### src/rtl/sc_imem_arbiter.sv
// sc_imem_arbiter: shares the single-cycle core's combinational instruction ROM between
// CPU fetch (port F) and debug/trace readback (port D). Fetch has fixed priority; a
// starvation counter force-grants debug after STARVE_MAX consecutive denied cycles.
// Read data is registered, giving each requester a one-cycle request/response handshake.
// Optional feature: define IMEM_ARB_ALIGN_CHK_EN to add f_err/d_err, which flag responses
// to misaligned addresses; such responses carry a nop instead of the ROM word.
module sc_imem_arbiter #(
    parameter int unsigned AW         = 32,
    parameter int unsigned IDX_W      = 5,
    parameter int unsigned STARVE_MAX = 4
) (
    input  logic          clk,
    input  logic          rst,
    input  logic          f_req,
    input  logic [AW-1:0] f_addr,
    output logic          f_gnt,
    output logic          f_rvalid,
    output logic [31:0]   f_rdata,
    input  logic          d_req,
    input  logic [AW-1:0] d_addr,
    output logic          d_gnt,
    output logic          d_rvalid,
    output logic [31:0]   d_rdata,
`ifdef IMEM_ARB_ALIGN_CHK_EN
    output logic          f_err,
    output logic          d_err,
`endif
    output logic [AW-1:0] mem_a,
    input  logic [31:0]   mem_inst,
    output logic [3:0]    starve_cnt
);

    localparam logic [3:0]    STARVE_LIM = 4'(STARVE_MAX);
    // Keeps byte-offset and word-index bits; higher bits wrap onto the ROM.
    localparam logic [AW-1:0] ADDR_MASK  = {AW{1'b1}} >> (AW - IDX_W - 2);

    typedef enum logic [1:0] {OwnNone, OwnF, OwnD} owner_e;

    owner_e         owner_q, owner_d;
    logic [3:0]     starve_q, starve_d;
    logic [31:0]    f_rdata_q, d_rdata_q;
    logic [31:0]    rdata_in;
    logic [AW-1:0]  sel_addr;
    logic           force_d;

    // Grant decision and memory address mux; no grants while in reset.
    always_comb begin
        force_d = d_req & (starve_q >= STARVE_LIM);
        f_gnt   = 1'b0;
        d_gnt   = 1'b0;
        if (!rst) begin
            if (force_d) begin
                d_gnt = 1'b1;
            end else if (f_req) begin
                f_gnt = 1'b1;
            end else if (d_req) begin
                d_gnt = 1'b1;
            end
        end
        sel_addr = d_gnt ? d_addr : f_addr;
        mem_a    = sel_addr & ADDR_MASK;
    end

    // Starvation count: counts denied debug cycles, saturating at 15.
    always_comb begin
        if (d_gnt || !d_req) begin
            starve_d = 4'd0;
        end else if (starve_q != 4'hF) begin
            starve_d = starve_q + 4'd1;
        end else begin
            starve_d = starve_q;
        end
    end

`ifdef IMEM_ARB_ALIGN_CHK_EN
    logic misalign;
    logic f_err_q, d_err_q;

    // Misaligned accesses return a nop in place of the ROM word.
    always_comb begin
        misalign = |sel_addr[1:0];
        rdata_in = misalign ? 32'h0000_0013 : mem_inst;
    end

    // Error flags live for exactly the response cycle.
    always_ff @(posedge clk) begin
        if (rst) begin
            f_err_q <= 1'b0;
            d_err_q <= 1'b0;
        end else begin
            f_err_q <= f_gnt & misalign;
            d_err_q <= d_gnt & misalign;
        end
    end

    assign f_err = f_err_q;
    assign d_err = d_err_q;
`else
    assign rdata_in = mem_inst;
`endif

    // Owner state register: which port was granted on the previous cycle.
    always_ff @(posedge clk) begin
        if (rst) begin
            owner_q <= OwnNone;
        end else begin
            owner_q <= owner_d;
        end
    end

    // Owner next state: follows this cycle's grant, NONE when idle.
    always_comb begin
        owner_d = OwnNone;
        if (f_gnt) begin
            owner_d = OwnF;
        end else if (d_gnt) begin
            owner_d = OwnD;
        end
    end

    // Owner outputs: route the response valid to the previous grantee.
    always_comb begin
        f_rvalid = 1'b0;
        d_rvalid = 1'b0;
        unique case (owner_q)
            OwnF:    f_rvalid = 1'b1;
            OwnD:    d_rvalid = 1'b1;
            default: ;
        endcase
    end

    // Read data capture at the grant edge plus starvation count register.
    always_ff @(posedge clk) begin
        if (rst) begin
            f_rdata_q <= 32'd0;
            d_rdata_q <= 32'd0;
            starve_q  <= 4'd0;
        end else begin
            starve_q <= starve_d;
            if (f_gnt) begin
                f_rdata_q <= rdata_in;
            end
            if (d_gnt) begin
                d_rdata_q <= rdata_in;
            end
        end
    end

    assign f_rdata    = f_rdata_q;
    assign d_rdata    = d_rdata_q;
    assign starve_cnt = starve_q;

endmodule

### config.mk
export PLATFORM = sky130hd
export DESIGN_NAME = sc_imem_arbiter
export DESIGN_NICKNAME = d
export VERILOG_FILES = /design/src/rtl/sc_imem_arbiter.sv
export SDC_FILE = /design/constraint.sdc
export NUM_CORES = 1
export LEC_CHECK = 0
export ABC_AREA = 1
export CAP_MARGIN = 0
export CORE_AREA = 2 2 95 97
export CTS_CLUSTER_DIAMETER = 30
export DETAILED_ROUTE_END_ITERATION = 16
export DIE_AREA = 0 0 97 99
export PLACE_DENSITY = 0.79
export SKIP_LAST_GASP = 1
export SYNTH_ARGS = -nofsm -noshare
export SYNTH_HDL_FRONTEND = slang
export SYNTH_SLANG_ARGS = --single-unit
export TNS_END_PERCENT = 100
### constraint.sdc
create_clock -name clk -period 1.45 [get_ports clk]
set_input_delay 0.3625 -clock clk [delete_from_list [all_inputs] [get_ports clk]]
set_output_delay 0.3625 -clock clk [all_outputs]
set_load 0.005 [all_outputs]
# --- Yosys cells after proc, flatten, opt, wreduce, memory -nomap -nowiden ---
# Index checks and enable logic that the tools add are counted.
totals:
  register_bits: 70
  latchBits: 0
  ram_bits: 0
  mem_bits_ro: 0
  in_bits: 100
  out_inout_bits: 104
  word_cells: 27
  n_memories: 0
op_classes:
  add_sub_neg: 1
  mul: 0
  div_mod_pow: 0
  n_lt_le_gt_ge: 1
  eq_ne: 3
  shift: 0
  muxes: 12
  n_bitwise: 1
  reduce_logical: 4
ops:
  columns: ["op", "n"]
  rows:
  - ["two-way mux 1 bit", 10]
  - ["two-way mux 7 bit", 1]
  - ["adder 4 x 1 -> 4 bit, second input constant", 1]
  - [">= comparator 4 x 3 -> 1 bit, second input constant", 1]
  - ["!= test 4 bit, second input constant", 1]
  - ["OR reduction 2 bit", 2]
  - ["== test 2 x 1 -> 1 bit, second input constant", 1]
  - ["== test 2 bit, second input constant", 1]
  - ["two-way mux 2 bit", 1]
  - ["AND 1 bit", 1]
  - ["zero test 1 bit", 1]
  - ["logical OR 1 bit", 1]

# --- Depth between registers and ports, before layout ---
depth:
  ltp_word: 6
  mapped_depth: 6
  mapped_depth_nobuf: 6

# --- Worst setup path before layout ---
# No wires, ideal clock.
synth_path:
  path_type: "register to output"
  start: "register starve_q[3], in the netlist starve_cnt[3]"
  end: "output port f_gnt"
  t_arrival_ns: 0.970
  required_ns: 1.087
  setup_slack_ns: 0.118
  path_stages_with_launch: 6
  path_buffers: 2
  path_cell_list: "dfxtp_1 > nor2_2 > nand2_2 > buf_6 > buf_6 > a21oi_1"
synth_between:
  elab_chain_len: 4
synth_rtl:
  columns: ["item", "line_no", "source"]
  rows:
  - ["start, declared", "40", "logic [3:0] starve_q, starve_d;"]
  - ["start signal, assigned", "139", "starve_q <= starve_d;"]
  - [">= comparator 4 x 3 -> 1 bit", "48", "force_d = d_req & (starve_q >= STARVE_LIM);"]
  - ["AND 1 bit", "48", null]
  - ["two-way mux 1 bit", "52", "if (force_d) begin"]
  - ["two-way mux 1 bit", "51", "if (!rst) begin"]
  - ["end, declared", "16", "output logic f_gnt,"]
# No other way between the ends.

# --- Worst setup path after layout ---
layout_path:
  start: "register starve_q[3], in the netlist starve_cnt[3]"
  end: "output port mem_a[4]"
layout_between:
  elab_chain_len: 5
layout_rtl:
  columns: ["item", "line_no", "source"]
  rows:
  - [">= comparator 4 x 3 -> 1 bit", "48", null]
  - ["AND 1 bit", "48", null]
  - ["two-way mux 1 bit", "52", null]
  - ["two-way mux 1 bit", "51", null]
  - ["two-way mux 7 bit", "60", "sel_addr = d_gnt ? d_addr : f_addr;"]
  - ["end, declared", "28", "output logic [AW-1:0] mem_a,"]
# No other way between the ends.

==> impl_metrics.ini <==
[power]
total_power_mw = 4.83
ir_worst_vdd_uv = 615
powerDensity_nw_per_um2 = 1060
p_leak_nw = 2.38

[floorplanning]
core_um2 = 8550
die_w_um = 97
die_area_um2 = 9600
die_y_um = 99
num_rows = 34
io_pins = 204
initial_core_util = 0.343

[timing]
tns_ps = -2150
rsz0062_at_grt = true
max_freq_mhz = 569
setup_violations = 9
hold_ws_ps = 457
fin_skew_ps = 8.01
period_minus_slack_ps = 1760
finalMaxSlewViolations = 0
setup_slack_ps = -308
fin_crit_sh = 1.21
hold_viol_final = 0

[cts]
insertion_delay_ps = 330
cts_sinks = 70
cts_inserted_buffers = 9
clkTransAtPathRegs_ps = 70
cts_tree = yes
max-clock-path-buffers = 2
cts_max_level = 3
cts_root_buffer = clkbuf_8
hold_buffers = 0

[outcome]
violations = setup timing
status = finished, violations left

[global_routing]
met1_usage = 0.197
grt_pass1_wl_mm = 13.6
met2_usage = 0.308
grt_use_met3 = 0.0624
grt_pass1_vias = 2821
grt_usage = 0.173
top_usage_layer = met2
overflow = 0
grt_max_degree = 52
antenna_found_initial = 0

[final_layout]
final_util = 0.534
n_antenna_cell = 0
drive_gt1_frac = 0.170
fill_cells = 828
fin_area_um2 = 4570
layout.nets = 602
area_growth_pct = 55.7

[yosys]
synthFlopType = dfxtp_1
synth_warnings = 0
synth_most_common_cell = nand3_1
ys_seq_elements = 70
synth_cell_types = 19
synthCells = 366
ys_top_cells_by_area = dfxtp_1 48%, nand3_1 17%, nand2_1 11%
synthArstFlopShare = 0
synth_commonest_cells = 98 x nand3_1, 87 x nand2_1, 70 x dfxtp_1
synth_edf_count = 0
synth.top_cell.area_share = 0.478
synth_top_area_cell = dfxtp_1
syn-mean-instance-area_um2 = 8.01
syn_area_um2 = 2930
yosysSeqAreaShare = 0.478

[drt]
dr.first_iter.drc_count = 83
drc = 0
vias = 2978
drt_first_pass_iters = 4
post_drt_via_cell_ratio = 4.85
wirelength_mm = 8.92
routedWlPerCell_um = 14.5
drtAntennaViolNets = 0

[worst_setup_path]
path_max_fanout = 8
worstSetupPathType = reg -> out
crit_arrival_ps = 1400
end_kind = output pin
worstPathRequired_ps = 1090
startpoint_type = flop

[place]
place_area_um2 = 4220
io_buffers = 128
dp_hpwl_mm = 5.92
place.gp.congestion = 0.915

[run]
drv_cap = 0

[hold_path]
min_path_type = reg -> reg
layout make-up:
class	count	area, um2	area share
clock buffers	11	141	0.0310
clock inverters	5	106	0.0233
inverters	8	35.0	0.00767
multi-input cells	258	1260	0.277
flip-flops and latches	70	1420	0.312
well taps	108	135	0.0296
repair buffers	154	1460	0.320
logic make-up after synthesis:
logic type | after synthesis | share of synthesized area
buf+inv | 63 | 0.141
compound gates | 5 | 0.00853
other cells | 1 | 0.00128
xor+xnor | 1 | 0.00299
fa+ha+maj | 1 | 0.00427
simple gates | 225 | 0.364
flops | 70 | 0.478
layout by cell type (no fill, tap or decap), drive strengths merged:
cell	count
a21oi	5
clkinv	1
dlygate4sd2	70
dfxtp	70
nand4	33
clkbuf	13
conb	26
clkdlybuf4s15	3
inv	8
nor2	4
ha	1
nand3	98
xnor2	1
clkdlybuf4s50	46
bufinv	3
nand2	90
buf	33
clkinvlp	1
per-layer routing:
metal | vias to the layer above | part of all wire
met3 | 11 | 0.084
met4 | 0 | 0.011
met1 | 1389 | 0.41
met2 | 117 | 0.50
met5 | - | 0
li1 | 1461 | -
timing repair:
action | in CTS | in global routing
pin swaps | 11 | 3
setup buffers | 4 | 2
setup endpoints to repair | 111 | 43
cloned | 0 | 2
resized for setup | 144 | 18
power by group:
group	internal, mW	leakage (nW)	switching (mW)
combinational	0.408	1.68	0.380
clock	1.19	0.120	0.733
sequential	2.06	0.583	0.0618
total	3.66	2.38	1.18
registers in the layout (all words and copies together) (netlist names):
signal,count
d_rdata,32
f_rdata,32
owner_q,2
starve_cnt,4
final timing paths:
kind	start	endpoint	slack, ps	depth (start not counted)
hold reg to reg	d_rdata[20]	d_rdata[20]	460	2
hold / removal	d_rdata[20]	d_rdata[20]	460	2
setup reg to reg	starve_cnt[3]	f_rdata[0]	70	8
setup / recovery	starve_cnt[3]	mem_a[4]	-310	8
per-stage QoR:
stage	setup WS, ps	cells
floorplan	118	391
global placement	-690	590
detailed placement	-760	590
CTS	-329	610
global route	-393	614
finish	-308	614
worst max-delay path, cell delays in order (launching register included):
cell	delay, ps
dfxtp_2	340
nor2_4	150
nand2_4	80
nand2_4	110
inv_6	60
buf_6	110
nand2_4	50
nand2_2	40
buf_2	120
Power figures use the tool's default switching activity.
